**config.mk**
```make
export PLATFORM = sky130hd
export DESIGN_NAME = argmax_stream
export DESIGN_NICKNAME = d
export VERILOG_FILES = /design/src/rtl/cnn_pkg.sv /design/src/rtl/argmax_stream_topk2_tracker.sv /design/src/rtl/argmax_stream.sv
export SDC_FILE = /design/constraint.sdc
export NUM_CORES = 1
export LEC_CHECK = 0
export ABC_AREA = 1
export BUFFER_PORTS_ARGS = -buffer_cell sky130_fd_sc_hd__clkbuf_2
export CELL_PAD_IN_SITES_DETAIL_PLACEMENT = 1
export CELL_PAD_IN_SITES_GLOBAL_PLACEMENT = 1
export CORE_MARGIN = 4
export CORE_UTILIZATION = 46
export CTS_CLUSTER_DIAMETER = 30
export DETAILED_ROUTE_END_ITERATION = 7
export MAX_ROUTING_LAYER = met4
export PLACE_DENSITY = 0.9
export SETUP_SLACK_MARGIN = 0.05
export SLEW_MARGIN = 0
export SYNTH_ARGS = -nofsm -noshare
export SYNTH_HDL_FRONTEND = slang
export SYNTH_SLANG_ARGS = --single-unit
```
**constraint.sdc**
```tcl
create_clock -name clk -period 8.8 [get_ports clk]
set_input_delay 1.76 -clock clk [delete_from_list [all_inputs] [get_ports clk]]
set_output_delay 1.76 -clock clk [all_outputs]
set_load 0.03 [all_outputs]
```
**src/rtl/cnn_pkg.sv**
```systemverilog
// Shared types and helpers for the CNN classifier pipeline stages.
package cnn_pkg;

  localparam int unsigned NUM_CLASSES_DEFAULT = 10;
  localparam int unsigned SCORE_W_DEFAULT     = 32;
  localparam int unsigned SCORE_W_MAX         = 64;

  typedef enum logic [0:0] {
    ACCUM = 1'b0,
    HOLD  = 1'b1
  } argmax_state_t;

  // Operands arrive already sign- or zero-extended to SCORE_W_MAX bits.
  function automatic logic score_gt(input logic [SCORE_W_MAX-1:0] a,
                                    input logic [SCORE_W_MAX-1:0] b,
                                    input logic                   signed_mode);
    if (signed_mode) return $signed(a) > $signed(b);
    return a > b;
  endfunction

endpackage

```
**src/rtl/argmax_stream_topk2_tracker.sv**
```systemverilog
// One-beat combinational update of the best/second-best score pair and best index.
module topk2_tracker
  import cnn_pkg::*;
#(
  parameter int unsigned SCORE_W     = SCORE_W_DEFAULT,
  parameter int unsigned IDX_W       = 4,
  parameter int unsigned SIGNED_MODE = 0
) (
  input  logic               first_beat,
  input  logic [SCORE_W-1:0] score,
  input  logic [IDX_W-1:0]   idx,
  input  logic [SCORE_W-1:0] best,
  input  logic [SCORE_W-1:0] second,
  input  logic [IDX_W-1:0]   best_idx,
  output logic [SCORE_W-1:0] best_c,
  output logic [SCORE_W-1:0] second_c,
  output logic [IDX_W-1:0]   best_idx_c
);

  localparam logic SGN = (SIGNED_MODE != 0);
  localparam logic [SCORE_W-1:0] MIN_SCORE =
    SGN ? {1'b1, {(SCORE_W-1){1'b0}}} : '0;

  function automatic logic [SCORE_W_MAX-1:0] ext(input logic [SCORE_W-1:0] v);
    if (SGN) return SCORE_W_MAX'($signed(v));
    return SCORE_W_MAX'(v);
  endfunction

  logic gt_best;
  logic gt_second;

  assign gt_best   = score_gt(ext(score), ext(best), SGN);
  assign gt_second = score_gt(ext(score), ext(second), SGN);

  // Strict compares keep the lower index on ties.
  always_comb begin
    best_c     = best;
    second_c   = second;
    best_idx_c = best_idx;
    if (first_beat) begin
      best_c     = score;
      best_idx_c = '0;
      second_c   = MIN_SCORE;
    end else if (gt_best) begin
      second_c   = best;
      best_c     = score;
      best_idx_c = idx;
    end else if (gt_second) begin
      second_c   = score;
    end
  end

endmodule

```
**src/rtl/argmax_stream.sv**
```systemverilog
// Streaming argmax: scans one class score per beat, reports winner, top score and margin per frame.
module argmax_stream
  import cnn_pkg::*;
#(
  parameter int unsigned NUM_CLASSES = NUM_CLASSES_DEFAULT,
  parameter int unsigned SCORE_W     = SCORE_W_DEFAULT,
  parameter int unsigned SIGNED_MODE = 0,
  parameter int unsigned IDX_W       = $clog2(NUM_CLASSES + 1)
) (
  input  logic               clk,
  input  logic               rst,
  input  logic               in_valid,
  output logic               in_ready,
  input  logic [SCORE_W-1:0] in_score,
  input  logic               in_last,
  output logic               out_valid,
  input  logic               out_ready,
  output logic [IDX_W-1:0]   out_class,
  output logic [SCORE_W-1:0] out_score,
  output logic [SCORE_W:0]   out_margin,
  output logic               out_error
);

  localparam logic [IDX_W-1:0] LAST_IDX = IDX_W'(NUM_CLASSES - 1);

  function automatic logic [SCORE_W:0] widen(input logic [SCORE_W-1:0] v);
    return (SIGNED_MODE != 0) ? {v[SCORE_W-1], v} : {1'b0, v};
  endfunction

  argmax_state_t      state_q, state_d;
  logic [IDX_W-1:0]   count_q, count_d;
  logic [SCORE_W-1:0] best_q, best_d;
  logic [SCORE_W-1:0] second_q, second_d;
  logic [IDX_W-1:0]   best_idx_q, best_idx_d;
  logic               in_ready_q, in_ready_d;
  logic               out_valid_q, out_valid_d;
  logic [IDX_W-1:0]   out_class_q, out_class_d;
  logic [SCORE_W-1:0] out_score_q, out_score_d;
  logic [SCORE_W:0]   out_margin_q, out_margin_d;
  logic               out_error_q, out_error_d;

  logic [SCORE_W-1:0] best_c;
  logic [SCORE_W-1:0] second_c;
  logic [IDX_W-1:0]   best_idx_c;
  logic               accept_c;
  logic               at_last_c;

  topk2_tracker #(
    .SCORE_W    (SCORE_W),
    .IDX_W      (IDX_W),
    .SIGNED_MODE(SIGNED_MODE)
  ) u_tracker (
    .first_beat(count_q == '0),
    .score     (in_score),
    .idx       (count_q),
    .best      (best_q),
    .second    (second_q),
    .best_idx  (best_idx_q),
    .best_c    (best_c),
    .second_c  (second_c),
    .best_idx_c(best_idx_c)
  );

  assign accept_c  = in_valid && in_ready_q;
  assign at_last_c = (count_q == LAST_IDX);

  // Next-state and output-register logic.
  always_comb begin
    state_d      = state_q;
    count_d      = count_q;
    best_d       = best_q;
    second_d     = second_q;
    best_idx_d   = best_idx_q;
    in_ready_d   = in_ready_q;
    out_valid_d  = out_valid_q;
    out_class_d  = out_class_q;
    out_score_d  = out_score_q;
    out_margin_d = out_margin_q;
    out_error_d  = out_error_q;
    unique case (state_q)
      ACCUM: begin
        if (accept_c) begin
          best_d     = best_c;
          second_d   = second_c;
          best_idx_d = best_idx_c;
          count_d    = count_q + IDX_W'(1);
          if (in_last || at_last_c) begin
            count_d      = '0;
            state_d      = HOLD;
            in_ready_d   = 1'b0;
            out_valid_d  = 1'b1;
            out_class_d  = best_idx_c;
            out_score_d  = best_c;
            out_margin_d = widen(best_c) - widen(second_c);
            out_error_d  = (in_last != at_last_c);
          end
        end
      end
      HOLD: begin
        if (out_ready) begin
          state_d     = ACCUM;
          in_ready_d  = 1'b1;
          out_valid_d = 1'b0;
        end
      end
      default: state_d = ACCUM;
    endcase
  end

  always_ff @(posedge clk) begin
    if (rst) begin
      state_q      <= ACCUM;
      count_q      <= '0;
      best_q       <= '0;
      second_q     <= '0;
      best_idx_q   <= '0;
      in_ready_q   <= 1'b1;
      out_valid_q  <= 1'b0;
      out_class_q  <= '1;
      out_score_q  <= '0;
      out_margin_q <= '0;
      out_error_q  <= 1'b0;
    end else begin
      state_q      <= state_d;
      count_q      <= count_d;
      best_q       <= best_d;
      second_q     <= second_d;
      best_idx_q   <= best_idx_d;
      in_ready_q   <= in_ready_d;
      out_valid_q  <= out_valid_d;
      out_class_q  <= out_class_d;
      out_score_q  <= out_score_d;
      out_margin_q <= out_margin_d;
      out_error_q  <= out_error_d;
    end
  end

  assign in_ready   = in_ready_q;
  assign out_valid  = out_valid_q;
  assign out_class  = out_class_q;
  assign out_score  = out_score_q;
  assign out_margin = out_margin_q;
  assign out_error  = out_error_q;

endmodule

```
==> load_flow_metrics.sql, run 1 <==
INSERT INTO impl_metrics (metric_group, metric, value, unit) VALUES
('status', 'outcome', 'finished clean', ''),
('sta', 'post-route-period-util', '73.34', '%'),
('synthesis', 'edff_count_synth', '0', ''),
('detailed_routing', 'detailedRoute.firstIterationViolations', '679', ''),
('setup_path', 'required', '9120', 'ps'),
('power', 'leakagePower', '0.005942', 'µW'),
('worst_hold_path', 'holdCritPathClass', 'reg -> reg', ''),
('setup_path', 'cp_cell_sequence', 'clkbuf_2, ha_1, nand2_1, nor2_1, nand4_1, nor3_2, nand2_1, nand2_2, nand2_4, nor2_4, nand2_1, and2_1, ha_1, nand2_1, nor2_1, nand2_1, o21ai_0, nand3_1, nand2_1, xnor2_1, o21ai_0', ''),
('synthesis', 'synth_top_cell_by_area', 'sky130_fd_sc_hd__dfxtp_1', ''),
('sta', 'final-hold-violation-count', '0', ''),
('synthesis', 'asyncSetResetFlopFracSynth', '0', '%'),
('clocking', 'cts_sinks', '145', ''),
('place', 'place.detailed.hpwl', '27920', 'µm'),
('clocking', 'clockRootBuffer', 'sky130_fd_sc_hd__clkbuf_16', ''),
('final_layout', 'area.sequential', '2903', 'µm²'),
('detailed_routing', 'routed_wl_per_cell', '19.51', 'µm'),
('sta', 'period_minus_slack', '6454', 'ps'),
('synthesis', 'netlist_instances', '1615', ''),
('sta', 'worst_hold_slack', '452.8', 'ps'),
('final_layout', 'multiInputGateArea', '6302', 'µm²'),
('power', 'cellPowerDensity', '210.0', 'nW/µm²'),
('grt', 'first_pass_grt_wire_length', '61090', 'µm'),
('synthesis', 'synthMostInstantiatedCell', 'sky130_fd_sc_hd__nand2_1', ''),
('grt', 'initial_antenna_violation_count', '0', ''),
('setup_path', 'critical-path-top-cell-by-count', 'sky130_fd_sc_hd__nand2_1', ''),
('setup_path', 'worstSetupEndpointType', 'flop', ''),
('synthesis', 'synth.yosys.seq_area_share', '28.27', '%'),
('synthesis', 'ys_top_cells_by_count', 'sky130_fd_sc_hd__nand2_1, sky130_fd_sc_hd__inv_1, sky130_fd_sc_hd__nand3_1', ''),
('grt', 'gr-usage-all-layers', '32.33', '%'),
('grt', 'grt_pass1_vias', '11800', ''),
('final_layout', 'nets', '1831', ''),
('detailed_routing', 'detailed_route_via_count', '11210', ''),
('detailed_routing', 'number_of_design_rule_violations_left_after_detail_routing', '0', ''),
('synthesis', 'yosys_register_bits', '145', ''),
('floorplanning', 'ioPinCount', '109', ''),
('clocking', 'cts_buffers', '17', ''),
('final_layout', 'final-instance-count-excl-fill', '1986', ''),
('clocking', 'cts.clk_slew.worst_paths', '70', 'ps'),
('place', 'placement.io_buffers', '108', ''),
('clocking', 'post-cts-setup-buffer-count', '0', ''),
('sta', 'slew_headroom', '31.39', '%'),
('setup_path', 'cp_peak_stage_delay', '910', 'ps'),
('clocking', 'cts-root-to-sink-buffers', '2', ''),
('synthesis', 'yosys_most_used_dff', 'sky130_fd_sc_hd__dfxtp_1', ''),
('sta', 'max_freq', '0.1549', 'GHz'),
('final_layout', 'insertedDiodeCount', '0', ''),
('detailed_routing', 'first_drt_pass_iteration_count', '5', ''),
('sta', 'finalSetupViolations', '0', ''),
('clocking', 'cts_hold_buf', '0', ''),
('floorplanning', 'die_h', '157.4', 'µm'),
('sta', 'slew_viol_final', '0', ''),
('clocking', 'cts-resized-gates', '0', ''),
('synthesis', 'synthesis.area_per_instance', '6.359', 'µm²'),
('floorplanning', 'core_area', '21890', 'µm²'),
('detailed_routing', 'wl', '38750', 'µm'),
('setup_path', 'critPathArrivalTime', '6770', 'ps'),
('job', 'number_of_max_capacitance_violations_reported', '0', ''),
('place', 'place_congestion', '0.9367', ''),
('setup_path', 'regToRegSetupSlack', '3330', 'ps'),
('final_layout', 'fillCellCount', '3074', ''),
('sta', 'worst_clock_skew', '14.33', 'ps'),
('final_layout', 'post-route-cell-area', '11520', 'µm²'),
('grt', 'grt-ovfl-total', '0', ''),
('clocking', 'cts_tree', 'built', ''),
('detailed_routing', 'routed_via_density', '5.642', ''),
('floorplanning', 'die_width', '157.4', 'µm'),
('setup_path', 'critical-path-slowest-cell', 'sky130_fd_sc_hd__nor2_4', ''),
('place', 'dpl_cell_area', '10920', 'µm²'),
('sta', 'fin_setup_tns', '0', 'ps'),
('synthesis', 'synth.yosys.warnings', '0', ''),
('floorplanning', 'initial_utilization', '46.91', '%');
## layout make-up
class	count	area share, %
well taps	280	3.041
clock inverters	15	1.531
repair buffers	120	5.474
multi-input cells	1214	54.71
inverters	195	6.354
clock buffers	17	3.693
flip-flops and latches	145	25.20
## critical path: cells and delay by family
| family | cells | cell delay (ps) |
|---|---|---|
| XOR/XNOR | 1 | 110 |
| AND/OR/NAND/NOR | 15 | 3310 |
| adder cells (fa/ha/maj) | 2 | 740 |
| AO/OA/AOI/OAI | 2 | 710 |
| buffers and inverters | 1 | 120 |
## cell usage in the layout (no fill, tap or decap), drive strengths merged
cell type / n
a32o: 3
buf: 12
nand3: 163
o31ai: 1
o211ai: 1
ha: 100
fa: 1
a221oi: 1
o21ai: 55
nand2: 568
xor2: 3
and2: 31
a211oi: 2
o21bai: 5
clkinv: 5
or2: 7
nor4: 2
a31oi: 2
a21boi: 1
a21o: 5
nor2: 74
inv: 205
nand4: 12
nor3: 12
dfxtp: 145
a21oi: 149
nand3b: 3
xnor2: 1
o21a: 10
a22o: 2
clkbuf: 125
## worst paths after layout
| path | startpoint | endpoint | cells after the start |
|---|---|---|---|
| max | in_score[23] | out_margin[22] | 21 |
| min | out_score[21] | out_score[21] | 2 |
| max reg2reg | best_q[23] | out_margin[22] | 21 |
| min reg2reg | out_score[21] | out_score[21] | 2 |
## flip-flops by register name, summed over array words and instances, names as in the netlist
| name | cells |
|---|---|
| out_margin | 33 |
| best_q | 32 |
| out_score | 32 |
| second_q | 32 |
| best_idx_q | 4 |
| count_q | 4 |
| out_class | 4 |
| in_ready | 1 |
| out_error | 1 |
| out_valid | 1 |
| state_q | 1 |
## cell families (layout without fill, tap and decap cells)
logic type,Yosys count,in the layout,share of synthesized area (%)
buf+inv,256,347,10.51
fa+ha+maj,101,101,12.38
compound gates,237,237,12.55
simple gates,872,872,35.95
flops,145,145,28.27
xor+xnor,4,4,0.3412
## report_power, final
group,internal [µW],switching (µW),leakage (µW)
Combinational,267,626,0.00446
Sequential,717,41.7,0.00119
Clock,386,381,0.000296
Total,1370,1050,0.00594
## metrics by stage
| stage | worst slack, ps | util, % |
|---|---|---|
| after floorplan | 3874 | - |
| after global placement | 2273 | 49.87 |
| after global routing | 1881 | 52.62 |
| after CTS | 2401 | 52.62 |
| after detailed placement | 2025 | 49.87 |
| final | 2346 | 52.62 |
## per-layer routing
metal | share of wire [%] | vias to the layer above | GRT usage (%) | wire length (µm)
met5 | 0 | - | - | 0
met4 | 5.9 | 0 | 18.97 | 2302
met3 | 4.5 | 134 | 4.537 | 1737
met2 | 49 | 337 | 55.12 | 18850
met1 | 41 | 5377 | 35.98 | 15860
li1 | - | 5358 | - | -
No activity file was read; power rests on OpenSTA's default activity.
==> inputs of run 2 (changes only) <==
--- a/config.mk
+++ b/config.mk
@@ -10,11 +10,11 @@
 export CELL_PAD_IN_SITES_DETAIL_PLACEMENT = 1
 export CELL_PAD_IN_SITES_GLOBAL_PLACEMENT = 1
 export CORE_MARGIN = 4
-export CORE_UTILIZATION = 46
+export CORE_UTILIZATION = 38
 export CTS_CLUSTER_DIAMETER = 30
 export DETAILED_ROUTE_END_ITERATION = 7
 export MAX_ROUTING_LAYER = met4
-export PLACE_DENSITY = 0.9
+export PLACE_DENSITY = 0.8
 export SETUP_SLACK_MARGIN = 0.05
 export SLEW_MARGIN = 0
 export SYNTH_ARGS = -nofsm -noshare
==> constraint.sdc (replaced) <==
create_clock -name clk -period 5.8 [get_ports clk]
set_input_delay 1.16 -clock clk [delete_from_list [all_inputs] [get_ports clk]]
set_output_delay 1.16 -clock clk [all_outputs]
set_load 0.03 [all_outputs]
==> load_flow_metrics.sql, run 2 (synthesized netlist as in run 1, its figures left out) <==
INSERT INTO impl_metrics (metric_group, metric, value, unit) VALUES
('status', 'outcome', 'finished clean', ''),
('clocking', 'cts-root-to-sink-buffers', '2', ''),
('power', 'leakagePower', '0.005994', 'µW'),
('sta', 'worst-slew-pin-transition', '916.3', 'ps'),
('clocking', 'clockRootBuffer', 'sky130_fd_sc_hd__clkbuf_16', ''),
('detailed_routing', 'remaining_antenna_violation_count_after_routing', '0', ''),
('job', 'number_of_max_capacitance_violations_reported', '0', ''),
('clocking', 'cts_htree_levels', '4', ''),
('power', 'power.share.sequential', '30.4', '%'),
('floorplanning', 'die_h', '172.4', 'µm'),
('sta', 'grt_setup_unrepaired', 'false', ''),
('place', 'placement.io_buffers', '108', ''),
('place', 'place_congestion', '0.8998', ''),
('setup_path', 'cp-startpoint', 'in_score[23]', ''),
('setup_path', 'start_kind', 'input port', ''),
('detailed_routing', 'number_of_design_rule_violations_left_after_detail_routing', '0', ''),
('clocking', 'cts_sinks', '145', ''),
('setup_path', 'critical-path-top-cell-by-count', 'sky130_fd_sc_hd__nand2_1', ''),
('power', 'p_int', '2257', 'µW'),
('sta', 'max_freq', '0.1889', 'GHz'),
('power', 'power_frac_clock', '33.5', '%'),
('detailed_routing', 'wl', '38180', 'µm'),
('setup_path', 'critical_path_peak_fanout', '19', ''),
('setup_path', 'r2r_start', 'best_q[23]', ''),
('setup_path', 'worstSetupEndpointType', 'flop', ''),
('sta', 'worst_clock_skew', '16.08', 'ps'),
('grt', 'gr-usage-all-layers', '26.48', '%'),
('final_layout', 'nets', '1838', ''),
('detailed_routing', 'detailed_route_via_count', '11050', ''),
('worst_hold_path', 'holdCritPathClass', 'reg -> reg', ''),
('setup_path', 'cp_cell_sequence', 'clkbuf_2, ha_1, nand2_1, nor2_1, nand4_1, nor3_2, nand2_1, nand2_2, nand2_4, nor2_4, buf_4, nand2_1, and2_1, ha_1, nand2_1, nor2_1, inv_1, nor3_1, nand4_1, nand3_1, a21oi_1, o21ai_0, nand2_1', ''),
('setup_path', 'critPathArrivalTime', '5620', 'ps'),
('grt', 'initial_antenna_violation_count', '0', ''),
('place', 'place.detailed.hpwl', '28490', 'µm'),
('clocking', 'cts_buffers', '17', ''),
('final_layout', 'syn_to_final_growth', '13.84', '%'),
('clocking', 'cts_hold_buf', '0', ''),
('power', 'comb_power_share', '36.1', '%'),
('detailed_routing', 'detailedRoute.firstIterationViolations', '684', ''),
('power', 'power.switching', '1513', 'µW'),
('final_layout', 'layout.cells.most_common_list', 'sky130_fd_sc_hd__nand2_1, sky130_fd_sc_hd__inv_1, sky130_fd_sc_hd__nand3_1, sky130_fd_sc_hd__a21oi_1, sky130_fd_sc_hd__dfxtp_1', ''),
('sta', 'period_minus_slack', '5294', 'ps'),
('worst_hold_path', 'hp-start', 'out_margin[25]', ''),
('detailed_routing', 'first_drt_pass_iteration_count', '5', ''),
('detailed_routing', 'routed_wl_per_cell', '18.64', 'µm'),
('detailed_routing', 'routed_via_density', '5.395', ''),
('clocking', 'cts-resized-gates', '0', ''),
('setup_path', 'crit_type', 'in -> reg', ''),
('clocking', 'cts_tree', 'built', ''),
('final_layout', 'fillCellCount', '3585', ''),
('setup_path', 'critical-path-slowest-cell', 'sky130_fd_sc_hd__ha_1', ''),
('sta', 'slew_viol_final', '0', ''),
('final_layout', 'insertedDiodeCount', '0', ''),
('floorplanning', 'design.die.area', '29720', 'µm²'),
('setup_path', 'required', '6120', 'ps'),
('clocking', 'clk-insertion-delay-late', '440', 'ps'),
('power', 'cellPowerDensity', '322.5', 'nW/µm²'),
('power', 'switching_share', '40.12', '%'),
('final_layout', 'commonest_non_fill_non_tap_cell_in_the_layout', 'sky130_fd_sc_hd__nand2_1', ''),
('grt', 'grt-ovfl-total', '0', ''),
('floorplanning', 'num_rows', '59', ''),
('clocking', 'post-cts-setup-buffer-count', '0', ''),
('floorplanning', 'ioPinCount', '109', ''),
('sta', 'post-route-period-util', '91.28', '%'),
('grt', 'grt_pass1_vias', '11350', ''),
('place', 'preCtsSetupSlack', '164.3', 'ps'),
('floorplanning', 'die_width', '172.4', 'µm'),
('sta', 'slew_headroom', '38.91', '%'),
('final_layout', 'multiInputGateArea', '6302', 'µm²'),
('setup_path', 'cp_peak_stage_delay', '410', 'ps'),
('sta', 'fin_setup_tns', '0', 'ps'),
('final_layout', 'area.sequential', '2903', 'µm²'),
('grt', 'grt_start_max_net_pins', '79', ''),
('sta', 'worst_slack', '505.8', 'ps'),
('floorplanning', 'core_area', '26350', 'µm²'),
('sta', 'finalSetupViolations', '0', ''),
('sta', 'final-hold-violation-count', '0', ''),
('floorplanning', 'initial_utilization', '38.97', '%'),
('final_layout', 'largest_reg_flops', '33', ''),
('power', 'ir_drop', '183.1', 'µV'),
('grt', 'first_pass_grt_wire_length', '60610', 'µm'),
('final_layout', 'final_layout_size_suffix_gt1_share', '10.57', '%'),
('clocking', 'cts.clk_slew.worst_paths', '70', 'ps');
## run 2: cell count changes in the layout (fill, tap and decap cells not counted), sizes merged
cell      before  now
clkinvlp       0    2
inv          205  199
clkbuf       125  127
buf           12   19
clkinv         5    3
bufinv         0    4
## run 2: worst max-delay path: cells and delay by family
kind	cells	cell delay, ps
buf+inv	3	570
compound gates	2	220
simple gates	16	2940
fa+ha+maj	2	710
## run 2: worst paths after layout
path / cells after the start / slack, ps / to
worst max register to register: 23 / 930 / out_margin[24]
worst max-delay path: 23 / 510 / out_margin[24]
worst min register to register: 2 / 450 / out_margin[25]
worst min-delay path: 2 / 450 / out_margin[25]
## run 2: cell type report
class / instances / area share [%]
clock inverter: 13 / 1.702
tap: 335 / 3.585
inverter: 195 / 6.261
timing repair buffer: 127 / 5.843
clock buffer: 19 / 3.874
sequential: 145 / 24.83
multi-input combinational: 1214 / 53.91
## run 2: per-stage QoR
stage / hold slack [ps] / total power (µW) / area, µm² / cells / util, %
final: 450.2 / 3770 / 11690 / 2048 / 44.36
after global routing: 465.0 / 3991 / 11690 / 2048 / 44.36
after CTS: 453.7 / 3776 / 11690 / 2048 / 44.36
after detailed placement: 440.6 / 2503 / 11040 / 2016 / 41.89
after global placement: 438.3 / 2467 / 11040 / 2016 / 41.89
after floorplan: 483.0 / 2087 / 10270 / 1615 / -
## run 2: layer usage
layer	global-route usage, %	share of wire [%]	wire length [µm]
met1	31.53	43	16540
met2	46.12	50	19060
met3	3.086	3.4	1309
met4	9.433	3.3	1270
met5	-	0	0
## run 2: power groups by stage
| stage | sequential (µW) | combinational, µW | clock [µW] |
|---|---|---|---|
| after floorplan | 1240 | 848 | 0 |
| after global placement | 1170 | 1300 | 0 |
| after detailed placement | 1170 | 1330 | 0 |
| after CTS | 1150 | 1350 | 1280 |
| after global routing | 1160 | 1510 | 1320 |
| final | 1150 | 1360 | 1260 |
==> inputs of run 3 (changes only) <==
--- a/config.mk
+++ b/config.mk
@@ -15,6 +15,7 @@
 export DETAILED_ROUTE_END_ITERATION = 7
 export MAX_ROUTING_LAYER = met4
 export PLACE_DENSITY = 0.8
+export RECOVER_POWER = 100
 export SETUP_SLACK_MARGIN = 0.05
 export SLEW_MARGIN = 0
 export SYNTH_ARGS = -nofsm -noshare
==> load_flow_metrics.sql, run 3 (synthesized netlist as in run 1, its figures left out) <==
INSERT INTO impl_metrics (metric_group, metric, value, unit) VALUES
('clocking', 'post-cts-setup-buffer-count', '0', ''),
('power', 'leakagePower', '0.005725', 'µW'),
('setup_path', 'worstSetupEndpointType', 'flop', ''),
('power', 'power.switching', '1508', 'µW'),
('floorplanning', 'die_width', '172.4', 'µm'),
('final_layout', 'nets', '1838', ''),
('clocking', 'cts_htree_levels', '4', ''),
('sta', 'finalSetupViolations', '0', ''),
('grt', 'grt_pass1_vias', '11350', ''),
('setup_path', 'required', '6130', 'ps'),
('setup_path', 'reg2reg_depth', '23', ''),
('clocking', 'clk-insertion-delay-late', '440', 'ps'),
('clocking', 'cts-resized-gates', '0', ''),
('place', 'dpl_cell_area', '11040', 'µm²'),
('floorplanning', 'num_rows', '59', ''),
('clocking', 'clockRootBuffer', 'sky130_fd_sc_hd__clkbuf_16', ''),
('final_layout', 'commonest_non_fill_non_tap_cell_in_the_layout', 'sky130_fd_sc_hd__nand2_1', ''),
('sta', 'slew_viol_final', '76', ''),
('sta', 'grt_setup_unrepaired', 'false', ''),
('sta', 'worst-slew-pin-transition', '2345', 'ps'),
('power', 'power.share.sequential', '30.6', '%'),
('power', 'total_power', '3751', 'µW'),
('sta', 'period_minus_slack', '5337', 'ps'),
('place', 'place_congestion', '0.8998', ''),
('worst_hold_path', 'min_delay_path_depth', '2', ''),
('detailed_routing', 'detailed_route_via_count', '11050', ''),
('place', 'placement.io_buffers', '108', ''),
('grt', 'grt.met3_usage', '3.086', '%'),
('clocking', 'cts_sinks', '145', ''),
('power', 'cellPowerDensity', '324.3', 'nW/µm²'),
('place', 'preCtsSetupSlack', '164.3', 'ps'),
('clocking', 'cts_hold_buf', '0', ''),
('grt', 'grt_start_max_net_pins', '79', ''),
('setup_path', 'critPathArrivalTime', '5660', 'ps'),
('detailed_routing', 'routed_wl_per_cell', '18.64', 'µm'),
('floorplanning', 'die_h', '172.4', 'µm'),
('detailed_routing', 'first_drt_pass_iteration_count', '5', ''),
('detailed_routing', 'wl', '38180', 'µm'),
('sta', 'worst_clock_skew', '16.20', 'ps'),
('grt', 'gr-usage-all-layers', '26.48', '%'),
('detailed_routing', 'number_of_design_rule_violations_left_after_detail_routing', '0', ''),
('detailed_routing', 'detailedRoute.firstIterationViolations', '624', ''),
('final_layout', 'layout.cells.most_common_list', 'sky130_fd_sc_hd__nand2_1, sky130_fd_sc_hd__inv_1, sky130_fd_sc_hd__nand3_1, sky130_fd_sc_hd__a21oi_1, sky130_fd_sc_hd__dfxtp_1', ''),
('grt', 'grt-ovfl-total', '0', ''),
('final_layout', 'fillCellCount', '3628', ''),
('floorplanning', 'initial_utilization', '38.97', '%'),
('worst_hold_path', 'holdCritPathClass', 'reg -> reg', ''),
('setup_path', 'regToRegSetupSlack', '900', 'ps'),
('sta', 'worst_slack', '462.5', 'ps'),
('grt', 'first_pass_grt_wire_length', '60610', 'µm'),
('sta', 'max_freq', '0.1874', 'GHz'),
('clocking', 'cts-root-to-sink-buffers', '2', ''),
('clocking', 'cts_tree', 'built', ''),
('power', 'ir_drop', '180.7', 'µV'),
('grt', 'global_route.peak_usage_layer', 'met2', ''),
('clocking', 'cts.clk_slew.worst_paths', '70', 'ps'),
('setup_path', 'critical_path_peak_fanout', '19', ''),
('job', 'number_of_max_capacitance_violations_reported', '2', ''),
('power', 'p_int', '2242', 'µW'),
('floorplanning', 'design.die.area', '29720', 'µm²'),
('floorplanning', 'ioPinCount', '109', ''),
('final_layout', 'post-route-cell-area', '11570', 'µm²'),
('final_layout', 'largest_reg_flops', '33', ''),
('sta', 'fin_setup_tns', '0', 'ps'),
('sta', 'slew_headroom', '-56.33', '%'),
('setup_path', 'crit_type', 'in -> reg', ''),
('grt', 'grt.met2_usage', '46.12', '%'),
('floorplanning', 'core_area', '26350', 'µm²'),
('power', 'power_frac_clock', '33.6', '%'),
('place', 'place.detailed.hpwl', '28490', 'µm'),
('detailed_routing', 'remaining_antenna_violation_count_after_routing', '0', ''),
('final_layout', 'final_layout_size_suffix_gt1_share', '5.779', '%'),
('status', 'failed_checks', 'capacitance limit, slew limit', ''),
('final_layout', 'insertedDiodeCount', '0', ''),
('sta', 'final-hold-violation-count', '0', ''),
('sta', 'post-route-period-util', '92.03', '%'),
('setup_path', 'start_kind', 'input port', ''),
('status', 'outcome', 'finished, violations left', ''),
('detailed_routing', 'routed_via_density', '5.396', ''),
('grt', 'global_route.usage.met1', '31.53', '%'),
('clocking', 'cts_buffers', '17', ''),
('power', 'switching_share', '40.21', '%'),
('power', 'comb_power_share', '35.8', '%'),
('grt', 'initial_antenna_violation_count', '0', ''),
('final_layout', 'syn_to_final_growth', '12.62', '%');
## run 3: stage by stage
step                      hold WS (ps)  std cells  utilization (%)
final                            450.1       2048            43.89
after global routing             465.3       2048            43.89
after CTS                        453.7       2048            44.36
after detailed placement         440.6       2016            41.89
after global placement           438.3       2016            41.89
after floorplan                  483.0       1615                -
## run 3: metal layers
layer | wire length, µm | part of all wire, %
met5 | 0 | 0
met4 | 1356 | 3.6
met3 | 1408 | 3.7
met2 | 18910 | 50
met1 | 16500 | 43
## run 3: worst paths after layout
check / start / endpoint
hold / removal: out_score[15] / out_score[15]
setup reg to reg: best_q[23] / out_margin[24]
hold reg to reg: out_score[15] / out_score[15]
setup / recovery: in_score[23] / out_margin[24]
## run 3: power groups by stage
stage               combinational (µW)  clock, µW  sequential (µW)
finish                            1340       1260             1150
global placement                  1300          0             1170
floorplan                          848          0             1240
detailed placement                1330          0             1170
CTS                               1350       1280             1150
global route                      1500       1320             1160
## run 3: critical path, cell delays in order
cell and delay (ps):
sky130_fd_sc_hd__clkbuf_1 120, sky130_fd_sc_hd__ha_1 310, sky130_fd_sc_hd__nand2_1 80, sky130_fd_sc_hd__nor2_1 250, sky130_fd_sc_hd__nand4_1 150, sky130_fd_sc_hd__nor3_2 210
sky130_fd_sc_hd__nand2_1 80, sky130_fd_sc_hd__nand2_1 180, sky130_fd_sc_hd__nand2_4 220, sky130_fd_sc_hd__nor2_4 330, sky130_fd_sc_hd__buf_4 360, sky130_fd_sc_hd__nand2_1 120
sky130_fd_sc_hd__and2_0 220, sky130_fd_sc_hd__ha_1 420, sky130_fd_sc_hd__nand2_1 150, sky130_fd_sc_hd__nor2_1 130, sky130_fd_sc_hd__inv_1 80, sky130_fd_sc_hd__nor3_1 370
sky130_fd_sc_hd__nand4_1 220, sky130_fd_sc_hd__nand3_1 180, sky130_fd_sc_hd__a21oi_1 80, sky130_fd_sc_hd__o21ai_0 130, sky130_fd_sc_hd__nand2_1 70
## run 3: layout make-up
| type | count | area (µm²) | share of cell area, % |
|---|---|---|---|
| multi-input combinational | 1214 | 6281 | 54.31 |
| sequential | 145 | 2903 | 25.10 |
| inverter | 195 | 732.0 | 6.328 |
| timing repair buffer | 127 | 579.3 | 5.009 |
| clock buffer | 19 | 452.9 | 3.916 |
| tap | 335 | 419.2 | 3.624 |
| clock inverter | 13 | 198.9 | 1.720 |
